===== config.mk =====
export PLATFORM = sky130hd
export DESIGN_NAME = out_sample_buffer
export DESIGN_NICKNAME = d
export VERILOG_FILES = /design/src/rtl/out_buf_pkg.sv /design/src/rtl/out_sample_buffer_sync_fifo.sv /design/src/rtl/out_sample_buffer.sv
export SDC_FILE = /design/constraint.sdc
export NUM_CORES = 1
export LEC_CHECK = 0
export CAP_MARGIN = 20
export CORE_MARGIN = 3
export CORE_UTILIZATION = 60
export CTS_CLUSTER_SIZE = 24
export DETAILED_ROUTE_END_ITERATION = 8
export GPL_TIMING_DRIVEN = 0
export PLACE_DENSITY = 0.8
export SETUP_SLACK_MARGIN = 0.02
export SLEW_MARGIN = 15
export SYNTH_ARGS = -nofsm -noshare
export SYNTH_HDL_FRONTEND = slang
export SYNTH_SLANG_ARGS = --single-unit

===== constraint.sdc =====
create_clock -name clk -period 7.1 [get_ports clk]
set_clock_uncertainty 0.2 [all_clocks]
set_input_delay 0.71 -clock clk [delete_from_list [all_inputs] [get_ports clk]]
set_output_delay 0.71 -clock clk [all_outputs]
set_load 0.03 [all_outputs]

===== src/rtl/out_buf_pkg.sv =====
// ----------------------------------------------------------------------------
// out_buf_pkg
// Shared definitions for the output sample buffer:
//   - sample width and saturation limits (two's complement)
//   - FSM state encoding
//   - sat_shl(): arithmetic left shift with saturation to the sample range
// ----------------------------------------------------------------------------
package out_buf_pkg;

    localparam int SAMPLE_W = 16;

    // Headroom for the largest shift (gain_shift is 3 bits, max 7).
    localparam int EXT_W = SAMPLE_W + 8;

    localparam int SAMPLE_MAX_I = (2 ** (SAMPLE_W - 1)) - 1;
    localparam int SAMPLE_MIN_I = -(2 ** (SAMPLE_W - 1));

    localparam logic signed [SAMPLE_W-1:0] SAMPLE_MAX = SAMPLE_W'(SAMPLE_MAX_I);
    localparam logic signed [SAMPLE_W-1:0] SAMPLE_MIN = SAMPLE_W'(SAMPLE_MIN_I);

    localparam logic signed [EXT_W-1:0] EXT_MAX = EXT_W'(SAMPLE_MAX_I);
    localparam logic signed [EXT_W-1:0] EXT_MIN = EXT_W'(SAMPLE_MIN_I);

    typedef enum logic [1:0] {
        ST_IDLE    = 2'd0,
        ST_PREFILL = 2'd1,
        ST_RUN     = 2'd2
    } state_e;

    // Shift into a wide signed word, then clamp back to the sample range.
    function automatic logic [SAMPLE_W-1:0] sat_shl(
        input logic signed [SAMPLE_W-1:0] sample,
        input logic        [2:0]          shift
    );
        logic signed [EXT_W-1:0] ext;
        ext = {{(EXT_W - SAMPLE_W){sample[SAMPLE_W-1]}}, sample};
        ext = ext <<< shift;
        if (ext > EXT_MAX) begin
            return SAMPLE_MAX;
        end else if (ext < EXT_MIN) begin
            return SAMPLE_MIN;
        end else begin
            return ext[SAMPLE_W-1:0];
        end
    endfunction

endpackage


===== src/rtl/out_sample_buffer_sync_fifo.sv =====
// ----------------------------------------------------------------------------
// sync_fifo
// Single-clock FIFO with a register array, wrapping read/write pointers and
// an occupancy counter one bit wider than the pointers (full vs. empty).
// Head data is presented combinationally from the read pointer.
//
// Ports
//   clk_i     clock
//   rst_i     synchronous reset, active-high
//   flush_i   synchronous flush, empties the FIFO (wins over push/pop)
//   push_i    write din_i (ignored when full unless a pop happens too)
//   pop_i     remove head (ignored when empty)
//   din_i     write data
//   dout_o    head entry
//   level_o   occupancy 0..DEPTH
//   full_o    level_o == DEPTH
//   empty_o   level_o == 0
// ----------------------------------------------------------------------------
module sync_fifo #(
    parameter int DEPTH = 8,
    parameter int W     = 16
) (
    input  logic                     clk_i,
    input  logic                     rst_i,
    input  logic                     flush_i,
    input  logic                     push_i,
    input  logic                     pop_i,
    input  logic [W-1:0]             din_i,
    output logic [W-1:0]             dout_o,
    output logic [$clog2(DEPTH):0]   level_o,
    output logic                     full_o,
    output logic                     empty_o
);

    localparam int AW = $clog2(DEPTH);

    logic [W-1:0]  mem_q [DEPTH];
    logic [AW-1:0] wr_ptr_q, wr_ptr_d;
    logic [AW-1:0] rd_ptr_q, rd_ptr_d;
    logic [AW:0]   level_q,  level_d;
    logic          do_push;
    logic          do_pop;

    assign empty_o = (level_q == '0);
    assign full_o  = (level_q == (AW + 1)'(DEPTH));
    assign level_o = level_q;
    assign dout_o  = mem_q[rd_ptr_q];

    assign do_pop  = pop_i & ~empty_o;
    // A simultaneous pop frees a slot, so a full FIFO can still take a push.
    assign do_push = push_i & (~full_o | do_pop);

    always_comb begin
        wr_ptr_d = wr_ptr_q;
        rd_ptr_d = rd_ptr_q;
        level_d  = level_q;
        if (flush_i) begin
            wr_ptr_d = '0;
            rd_ptr_d = '0;
            level_d  = '0;
        end else begin
            if (do_push) begin
                wr_ptr_d = wr_ptr_q + AW'(1);
            end
            if (do_pop) begin
                rd_ptr_d = rd_ptr_q + AW'(1);
            end
            if (do_push && !do_pop) begin
                level_d = level_q + (AW + 1)'(1);
            end else if (do_pop && !do_push) begin
                level_d = level_q - (AW + 1)'(1);
            end
        end
    end

    always_ff @(posedge clk_i) begin
        if (rst_i) begin
            wr_ptr_q <= '0;
            rd_ptr_q <= '0;
            level_q  <= '0;
        end else begin
            wr_ptr_q <= wr_ptr_d;
            rd_ptr_q <= rd_ptr_d;
            level_q  <= level_d;
        end
    end

    // Storage is not reset; occupancy alone decides what is valid.
    always_ff @(posedge clk_i) begin
        if (do_push && !flush_i) begin
            mem_q[wr_ptr_q] <= din_i;
        end
    end

endmodule


===== src/rtl/out_sample_buffer.sv =====
// ----------------------------------------------------------------------------
// out_sample_buffer
// Elastic buffer between the ANC filter output (single-cycle valid pulse, no
// backpressure) and the I2S DAC transmitter (valid/ready pull).
//   - registered gain stage: sample <<< gain_shift, saturated
//   - FIFO prefill before playback (IDLE -> PREFILL -> RUN)
//   - underrun repeats the last played sample and returns to PREFILL
//   - sticky overflow/underrun flags, cleared by clr_flags (a new event wins)
//
// Optional build macro
//   OUT_BUF_STATS_EN  adds saturating 16-bit event counters ovf_cnt/unf_cnt,
//                     cleared by rst or clr_flags
//
// Ports
//   clk         clock
//   rst         synchronous reset, active-high
//   en          0 = flush and idle, 1 = operate
//   gain_shift  left-shift amount 0..7, sampled with in_valid
//   in_sample   filter output sample
//   in_valid    single-cycle pulse, always accepted
//   out_sample  sample offered to the transmitter
//   out_vld     out_sample valid (RUN state)
//   out_rdy     transmitter takes the sample when out_vld & out_rdy
//   level       FIFO occupancy
//   overflow    sticky: a write was dropped because the FIFO was full
//   underrun    sticky: a handshake occurred while the FIFO was empty
//   ovf_cnt     (OUT_BUF_STATS_EN) overflow event count
//   unf_cnt     (OUT_BUF_STATS_EN) underrun event count
//   clr_flags   clears the sticky flags and counters
// ----------------------------------------------------------------------------
module out_sample_buffer
    import out_buf_pkg::*;
#(
    parameter int DEPTH    = 8,
    parameter int PREFILL  = 4,
    parameter int SAMPLE_W = out_buf_pkg::SAMPLE_W
) (
    input  logic                     clk,
    input  logic                     rst,
    input  logic                     en,
    input  logic [2:0]               gain_shift,
    input  logic [SAMPLE_W-1:0]      in_sample,
    input  logic                     in_valid,
    output logic [SAMPLE_W-1:0]      out_sample,
    output logic                     out_vld,
    input  logic                     out_rdy,
    output logic [$clog2(DEPTH):0]   level,
    output logic                     overflow,
    output logic                     underrun,
`ifdef OUT_BUF_STATS_EN
    output logic [15:0]              ovf_cnt,
    output logic [15:0]              unf_cnt,
`endif
    input  logic                     clr_flags
);

    localparam int LW = $clog2(DEPTH) + 1;

    // Gain stage
    logic                g_vld_q,  g_vld_d;
    logic [SAMPLE_W-1:0] g_data_q, g_data_d;

    // FIFO interface
    logic                fifo_push;
    logic                fifo_pop;
    logic [SAMPLE_W-1:0] fifo_dout;
    logic [LW-1:0]       fifo_level;
    logic                fifo_full;
    logic                fifo_empty;

    // Control
    state_e              state_q;
    logic                vld_q;
    logic                in_run;
    logic                hs;
    logic                hs_empty;
    logic                ovf_event;

    logic [SAMPLE_W-1:0] hold_q,     hold_d;
    logic                overflow_q, overflow_d;
    logic                underrun_q, underrun_d;

    // ------------------------------------------------------------------
    // Gain stage: one register stage, shift amount captured with the pulse.
    // ------------------------------------------------------------------
    always_comb begin
        g_vld_d  = en & in_valid;
        g_data_d = g_data_q;
        if (in_valid) begin
            g_data_d = sat_shl(in_sample, gain_shift);
        end
    end

    always_ff @(posedge clk) begin
        if (rst) begin
            g_vld_q  <= 1'b0;
            g_data_q <= '0;
        end else begin
            g_vld_q  <= g_vld_d;
            g_data_q <= g_data_d;
        end
    end

    // ------------------------------------------------------------------
    // Handshake / FIFO control
    // ------------------------------------------------------------------
    assign in_run    = (state_q == ST_RUN);
    assign hs        = in_run & out_rdy;
    assign fifo_pop  = hs & ~fifo_empty;
    assign hs_empty  = hs & fifo_empty;
    // A write into a full FIFO is only lost when no pop frees a slot.
    assign fifo_push = en & g_vld_q & (~fifo_full | fifo_pop);
    assign ovf_event = en & g_vld_q & fifo_full & ~fifo_pop;

    sync_fifo #(
        .DEPTH (DEPTH),
        .W     (SAMPLE_W)
    ) u_fifo (
        .clk_i   (clk),
        .rst_i   (rst),
        .flush_i (~en),
        .push_i  (fifo_push),
        .pop_i   (fifo_pop),
        .din_i   (g_data_q),
        .dout_o  (fifo_dout),
        .level_o (fifo_level),
        .full_o  (fifo_full),
        .empty_o (fifo_empty)
    );

    // ------------------------------------------------------------------
    // FSM: out_vld is registered alongside the state.
    // ------------------------------------------------------------------
    always_ff @(posedge clk) begin
        if (rst || !en) begin
            state_q <= ST_IDLE;
            vld_q   <= 1'b0;
        end else begin
            unique case (state_q)
                ST_IDLE: begin
                    state_q <= ST_PREFILL;
                    vld_q   <= 1'b0;
                end
                ST_PREFILL: begin
                    if (fifo_level >= LW'(PREFILL)) begin
                        state_q <= ST_RUN;
                        vld_q   <= 1'b1;
                    end
                end
                ST_RUN: begin
                    if (hs_empty) begin
                        state_q <= ST_PREFILL;
                        vld_q   <= 1'b0;
                    end
                end
                default: begin
                    state_q <= ST_IDLE;
                    vld_q   <= 1'b0;
                end
            endcase
        end
    end

    // ------------------------------------------------------------------
    // Hold register and sticky flags (both survive en=0)
    // ------------------------------------------------------------------
    always_comb begin
        hold_d     = fifo_pop ? fifo_dout : hold_q;
        overflow_d = ovf_event | (overflow_q & ~clr_flags);
        underrun_d = hs_empty  | (underrun_q & ~clr_flags);
    end

    always_ff @(posedge clk) begin
        if (rst) begin
            hold_q     <= '0;
            overflow_q <= 1'b0;
            underrun_q <= 1'b0;
        end else begin
            hold_q     <= hold_d;
            overflow_q <= overflow_d;
            underrun_q <= underrun_d;
        end
    end

`ifdef OUT_BUF_STATS_EN
    logic [15:0] ovf_cnt_q, ovf_cnt_d;
    logic [15:0] unf_cnt_q, unf_cnt_d;

    // On a clear coinciding with an event, the event is still counted.
    always_comb begin
        ovf_cnt_d = ovf_cnt_q;
        unf_cnt_d = unf_cnt_q;
        if (clr_flags) begin
            ovf_cnt_d = {15'd0, ovf_event};
            unf_cnt_d = {15'd0, hs_empty};
        end else begin
            if (ovf_event && ovf_cnt_q != 16'hFFFF) begin
                ovf_cnt_d = ovf_cnt_q + 16'd1;
            end
            if (hs_empty && unf_cnt_q != 16'hFFFF) begin
                unf_cnt_d = unf_cnt_q + 16'd1;
            end
        end
    end

    always_ff @(posedge clk) begin
        if (rst) begin
            ovf_cnt_q <= '0;
            unf_cnt_q <= '0;
        end else begin
            ovf_cnt_q <= ovf_cnt_d;
            unf_cnt_q <= unf_cnt_d;
        end
    end

    assign ovf_cnt = ovf_cnt_q;
    assign unf_cnt = unf_cnt_q;
`endif

    // ------------------------------------------------------------------
    // Outputs: driven from registers only, never from out_rdy.
    // ------------------------------------------------------------------
    assign out_vld    = vld_q;
    assign out_sample = in_run ? (fifo_empty ? hold_q : fifo_dout) : '0;
    assign level      = fifo_level;
    assign overflow   = overflow_q;
    assign underrun   = underrun_q;

endmodule


# Yosys cells after proc, flatten, opt, wreduce, memory -nomap -nowiden

Memory sizes are Yosys's and may differ from the RTL's. A register that Yosys moved wholly into a read port is not among the register bits.
Index checks and enable logic that the tools add are counted.

Logic and storage cells: 73
Output and inout port bits: 23
Register bits after elaboration: 48
RAM bits: 128
Bits of input ports: 25
Memories kept: 1

Memories:

| name         | words | width | read ports | clocked after Yosys merged registers in | write ports | line                              | source |
|---|---|---|---|---|---|---|---|
| u_fifo.mem_q | 8     | 16    | 1          | 1                                       | 1           | out_sample_buffer_sync_fifo.sv:37 | `logic [W-1:0] mem_q [DEPTH];` |

Reductions and logical operators: 12
Equality and inequality tests: 5
Add/sub/neg operators: 4
Bitwise logic cells: 21
Muxes and demuxes: 16
Shifts and indexed selects: 1
Order comparisons: 3

Operators by type and width:

| cell                                                               | number |
|---|---|
| two-way mux 16 bit                                                 | 4 |
| greater-than comparator 24 x 16 -> 1 bit (second input constant)   | 1 |
| less-than comparator 24 x 16 -> 1 bit (second input constant)      | 1 |
| <<< shifter 16 x 3 -> 24 bit                                       | 1 |
| bitwise AND 1 bit                                                  | 12 |
| two-way mux 4 bit                                                  | 2 |
| adder 3 x 1 -> 3 bit (second input constant)                       | 2 |
| two-way mux 3 bit                                                  | 2 |
| case mux 2 bit (3 select lines)                                    | 1 |
| NOT 1 bit                                                          | 5 |
| adder 4 x 1 -> 4 bit (second input constant)                       | 1 |
| equality test 4 bit (second input constant)                        | 1 |
| greater-or-equal comparator 4 x 3 -> 1 bit (second input constant) | 1 |
| zero test 4 bit                                                    | 1 |
| two-way mux 1 bit                                                  | 4 |
| two-way mux 2 bit                                                  | 2 |
| OR 1 bit                                                           | 4 |
| subtractor 4 x 1 -> 4 bit (second input constant)                  | 1 |
| logical AND 1 bit                                                  | 3 |
| zero test 1 bit                                                    | 3 |
| equality test 2 x 1 -> 1 bit (second input constant)               | 1 |
| equality test 2 bit (second input constant)                        | 1 |
| zero test 2 bit                                                    | 1 |
| inequality test 2 x 1 -> 1 bit (second input constant)             | 1 |
| other kinds (6)                                                    | 6 |

# Longest topological paths before layout

Depth after elaboration: 10
Mapped depth: 12
Depth with buffers taken out: 11

# By module

A second synthesis with hierarchy kept.

Cells, all modules: 551
Area, all modules: 7811.2 um^2

Modules (own cells, without submodules):

| module            | area an instance (um^2) | cells each | instances | sequential area each (um^2) |
|---|---|---|---|---|
| sync_fifo         | 5472.7                  | 262        | 1         | 4103.9 |
| out_sample_buffer | 2338.5                  | 289        | 1         | 740.7 |

# Worst setup path after synthesis

OpenSTA, ideal clock, no wires.

Path kind: input to register
Start: input out_rdy
End: register u_fifo.level_q[3], in the netlist u_fifo.level_o[3]
Path slack: 3.885 ns
Path buffers: 1
Stages: 12
Setup time: 0.070 ns
Data arrival time: 2.945 ns
Data required time: 6.830 ns
Cell sequence: nand3b_1 -> nor2_1 -> clkbuf_1 -> inv_1 -> ha_1 -> inv_1 -> ha_1 -> a21o_1 -> a21oi_1 -> xnor2_1 -> or3_1 -> a21oi_1

Cells in the longest elaborated chain, start to end: 8
Elaborated cells between the ends (all ways): 13
Classes of those cells: 1 x mux; 7 x bitwise; 5 x reduce/logical

Ends and longest elaborated chain:

| element                                       | line                                                        | source |
|---|---|---|
| start: declaration                            | out_sample_buffer.sv:46                                     | `input logic out_rdy,` |
| bitwise AND 1 bit (*)                         | out_sample_buffer.sv:108                                    | `assign hs = in_run & out_rdy;` |
| bitwise AND 1 bit (*)                         | out_sample_buffer.sv:109                                    | `assign fifo_pop = hs & ~fifo_empty;` |
| OR 1 bit or bitwise AND 1 bit (tied branches) | out_sample_buffer.sv:112, out_sample_buffer_sync_fifo.sv:49 |  |
| bitwise AND 1 bit or OR 1 bit (tied branches) | out_sample_buffer.sv:112, out_sample_buffer_sync_fifo.sv:51 |  |
| bitwise AND 1 bit                             | out_sample_buffer_sync_fifo.sv:51                           | `assign do_push = push_i & (~full_o \| do_pop);` |
| zero test 1 bit                               | out_sample_buffer_sync_fifo.sv:70                           | `end else if (do_pop && !do_push) begin` |
| logical AND 1 bit                             | out_sample_buffer_sync_fifo.sv:70                           |  |
| nonzero test 2 bit (no line)                  | --                                                          |  |
| end signal: assignment                        | out_sample_buffer_sync_fifo.sv:84                           | `level_q <= level_d;` |
| end: declaration                              | out_sample_buffer_sync_fifo.sv:40                           | `logic [AW:0] level_q, level_d;` |

Mark *: on every way between the ends. The rest lies on a longest branch, timed or not.
A chain may end at the register's enable or synchronous reset.

==> impl_metrics.csv <==
group,metric,value,unit
synthesis,yosys.area.top_type,"edfxtp_1",
global_routing,grt_max_degree,20,
layout,regArea,0.00484,sq mm
setup_path,slowest_delay,0.67,ns
setup_path,setup.worst_path.start_class,"flop",
synthesis,yosys_register_bits,178,
synthesis,synth_most_common_cell,"edfxtp_1",
floorplan,die_h,120,um
global_routing,grt_pass1_vias,4895,
timing,finalWorstPathRequiredPeriod,3.99,ns
power,p_leak,2.97,nW
floorplan,std_cell_rows,40,
synthesis,ys_seq_area_frac,0.625,
global_routing,gr-usage-all-layers,0.252,
route,drt_iter0_markers,395,
clock_network,cts_max_path_buffers,2,
timing,fmax,251,MHz
layout,n_antenna_cell,0,
route,num_vias,4754,
clock_network,ctsRootBufferMaster,"clkbuf_16",
route,avgRoutedWirePerCell,22.0,um
timing,rsz0062_at_grt,"false",
timing,fin_crit_sh,0.562,
timing,finalSetupViolations,0,
setup_path,crit_chain,"clkbuf_1, mux4_2, mux2i_1, a211oi_1, clkdlybuf4s50_1",
route,routed_wl,17100,um
floorplan,ios,48,
setup_path,crit_slowest_cell,"clkbuf_1",
setup_path,cp.required,6.19,ns
route,vias_per_cell,6.12,
timing,slew_violations,0,
placement,preCtsSetupSlack,2.84,ns
clock_network,h-tree-depth,4,
clock_network,cts.clk_slew.worst_paths,0.07,ns
placement,place_hpwl,11200,um
timing,setup-tns-final,0,ns
global_routing,overflow,0,
clock_network,cts_setup_buffers,0,
floorplan,die_w,120,um
layout,drive_above_1_share,0.202,
placement,dpl_cell_area,0.00851,sq mm
placement,globalplace.congestion,0.832,
power,p_per_area,239,mW/mm^2
setup_path,criticalPathCategory,"flop to primary output",
synthesis,synthArstFlopShare,0,
synthesis,yosysWarnings,0,
hold_path,worstHoldPathType,"flop to flop",
timing,holdWs,0.298,ns
route,drc,0,
setup_path,critical_path_arrival,3.08,ns
global_routing,grt_pass1_wl,26900,um
timing,relSlewSlack,0.413,
job,drv_cap,0,
clock_network,clock_latency,0.43,ns
setup_path,cp_num_buf_inv,2,
placement,numPortBuffers,43,
floorplan,start_util,0.630,
layout,multiInputGateArea,0.00270,sq mm
layout,nFillCells,767,
setup_path,worst_setup_path_end_kind,"primary output",
timing,hold_viol_final,0,
layout,fin_area,0.00909,sq mm
synthesis,synth_enable_flop_cells,128,
synthesis,syn_inst,526,
power,vdd_drop_max,0.000183,V
route,postRouteAntennaNets,0,
synthesis,synth_common_cells,"edfxtp_1, nor2_1, dfxtp_1, a211oi_1, mux4_2",
synthesis,synth.area.top_cells,"edfxtp_1, dfxtp_1, mux4_2",
layout,area_delta_synth_final,17.2,%
clock_network,post_cts_resized,0,
synthesis,syn-num-nets,557,
synthesis,synth_area,0.00776,sq mm
outcome,status,"completed",
synthesis,synth-main-ff-cell,"edfxtp_1",
setup_path,critPathMaxFanout,10,
synthesis,syn_avg_cell_area,14.7,sq um
global_routing,grt_antenna_before_repair,0,
floorplan,die-area,0.0143,sq mm
synthesis,synth_top_area_frac,0.495,
layout,post-route-util,0.739,
clock_network,clock_sinks,178,
clock_network,cts_buffers,17,
timing,worst_slew_pin_slew,0.875,ns
timing,timing.final.ws_setup,3.11,ns
layout,finalNetCount,627,
synthesis,yosysUniqueCellTypes,53,
clock_network,cts_tree,"yes",
clock_network,ctsHoldBuffers,0,
floorplan,core_area,0.0123,sq mm
setup_path,cpLargestDelayFamily,"buffers and inverters",
route,dr.pass1.iters,5,
-- cell families (layout without fill, tap and decap cells) --
kind of cell,after synthesis,in the layout,synth area share
AOI/OAI and AO/OA,87,87,0.0911
xor gates and xnor gates,6,6,0.00678
adders and majority gates,6,6,0.0106
buffers and inverters,45,128,0.0303
DFF,178,178,0.625
muxes,75,75,0.162
and+or+nand+nor,129,129,0.0747
-- worst register-to-register path, cell delays in order, from the launching register on --
cell and delay (ns):
dfxtp_1 0.40, nand3b_1 0.20, nor2_1 0.60, clkbuf_1 0.46
inv_1 0.09, ha_1 0.24, inv_1 0.11, ha_1 0.25
a21o_1 0.17, a21oi_1 0.19, xnor2_1 0.11, or3_1 0.32
a21oi_1 0.14
-- power breakdown --
part	internal (mW)	switching (mW)
Sequential	1.13	0.0198
Combinational	0.0505	0.0643
Clock	0.473	0.440
-- flip-flops by register name, summed over array words and instances (netlist names), named ones only --
name	flops
g_data_q	16
g_vld_q	1
hold_q	16
overflow	1
state_q	2
u_fifo.level_o	4
u_fifo.mem_q	128
u_fifo.rd_ptr_q	3
u_fifo.wr_ptr_q	3
underrun	1
-- routing by layer --
metal	wire length [um]	GRT usage
met1	6610	0.307
met4	443	0.0845
met3	912	0.0528
met2	9150	0.451
met5	0	0
-- path summary, 6_finish.rpt --
path,from,cells past startpoint,slack [ns],to
setup reg to reg,state_q[1],12,3.54,u_fifo.level_o[3]
hold / removal,underrun,2,0.30,underrun
setup / recovery,flop,5,3.11,out_sample[15]
hold reg to reg,underrun,2,0.30,underrun
-- through the flow --
stage | total power, mW | instances
final | 2.17 | 777
after global routing | 2.23 | 777
after CTS | 2.18 | 777
after detailed placement | 1.28 | 745
after global placement | 1.28 | 737
after floorplan | 1.24 | 526
-- cell usage in the layout, fill, tap and decap left out, types with 3 or more instances in the layout --
| cell type | instances |
|---|---|
| edfxtp_1 | 128 |
| nor2_1 | 72 |
| dfxtp_1 | 50 |
| clkdlybuf4s50_1 | 43 |
| a211oi_1 | 37 |
| mux4_2 | 35 |
| mux2i_1 | 34 |
| nand2_1 | 24 |
| clkbuf_16 | 17 |
| clkbuf_1 | 14 |
| a21oi_1 | 13 |
| a2111oi_2 | 12 |
| buf_2 | 10 |
| buf_6 | 9 |
| o21ai_0 | 9 |
| inv_1 | 8 |
| inv_8 | 7 |
| nor2_2 | 6 |
| buf_4 | 6 |
| nand2b_1 | 5 |
| ha_1 | 5 |
| inv_6 | 5 |
| nand3b_1 | 4 |
| mux4_1 | 4 |
| xor2_1 | 3 |
| xnor2_1 | 3 |
-- cell type report --
cell class              instances  share of cell area
plain buffers                  36              0.0222
clock buffers                  17              0.0468
clock inverters                15              0.0171
inverters                       9             0.00371
multi-input cells             303               0.297
flip-flops and latches        178               0.533
well taps                     168              0.0231
repair buffers                 51              0.0572
No activity file was read; power rests on OpenSTA's default activity.
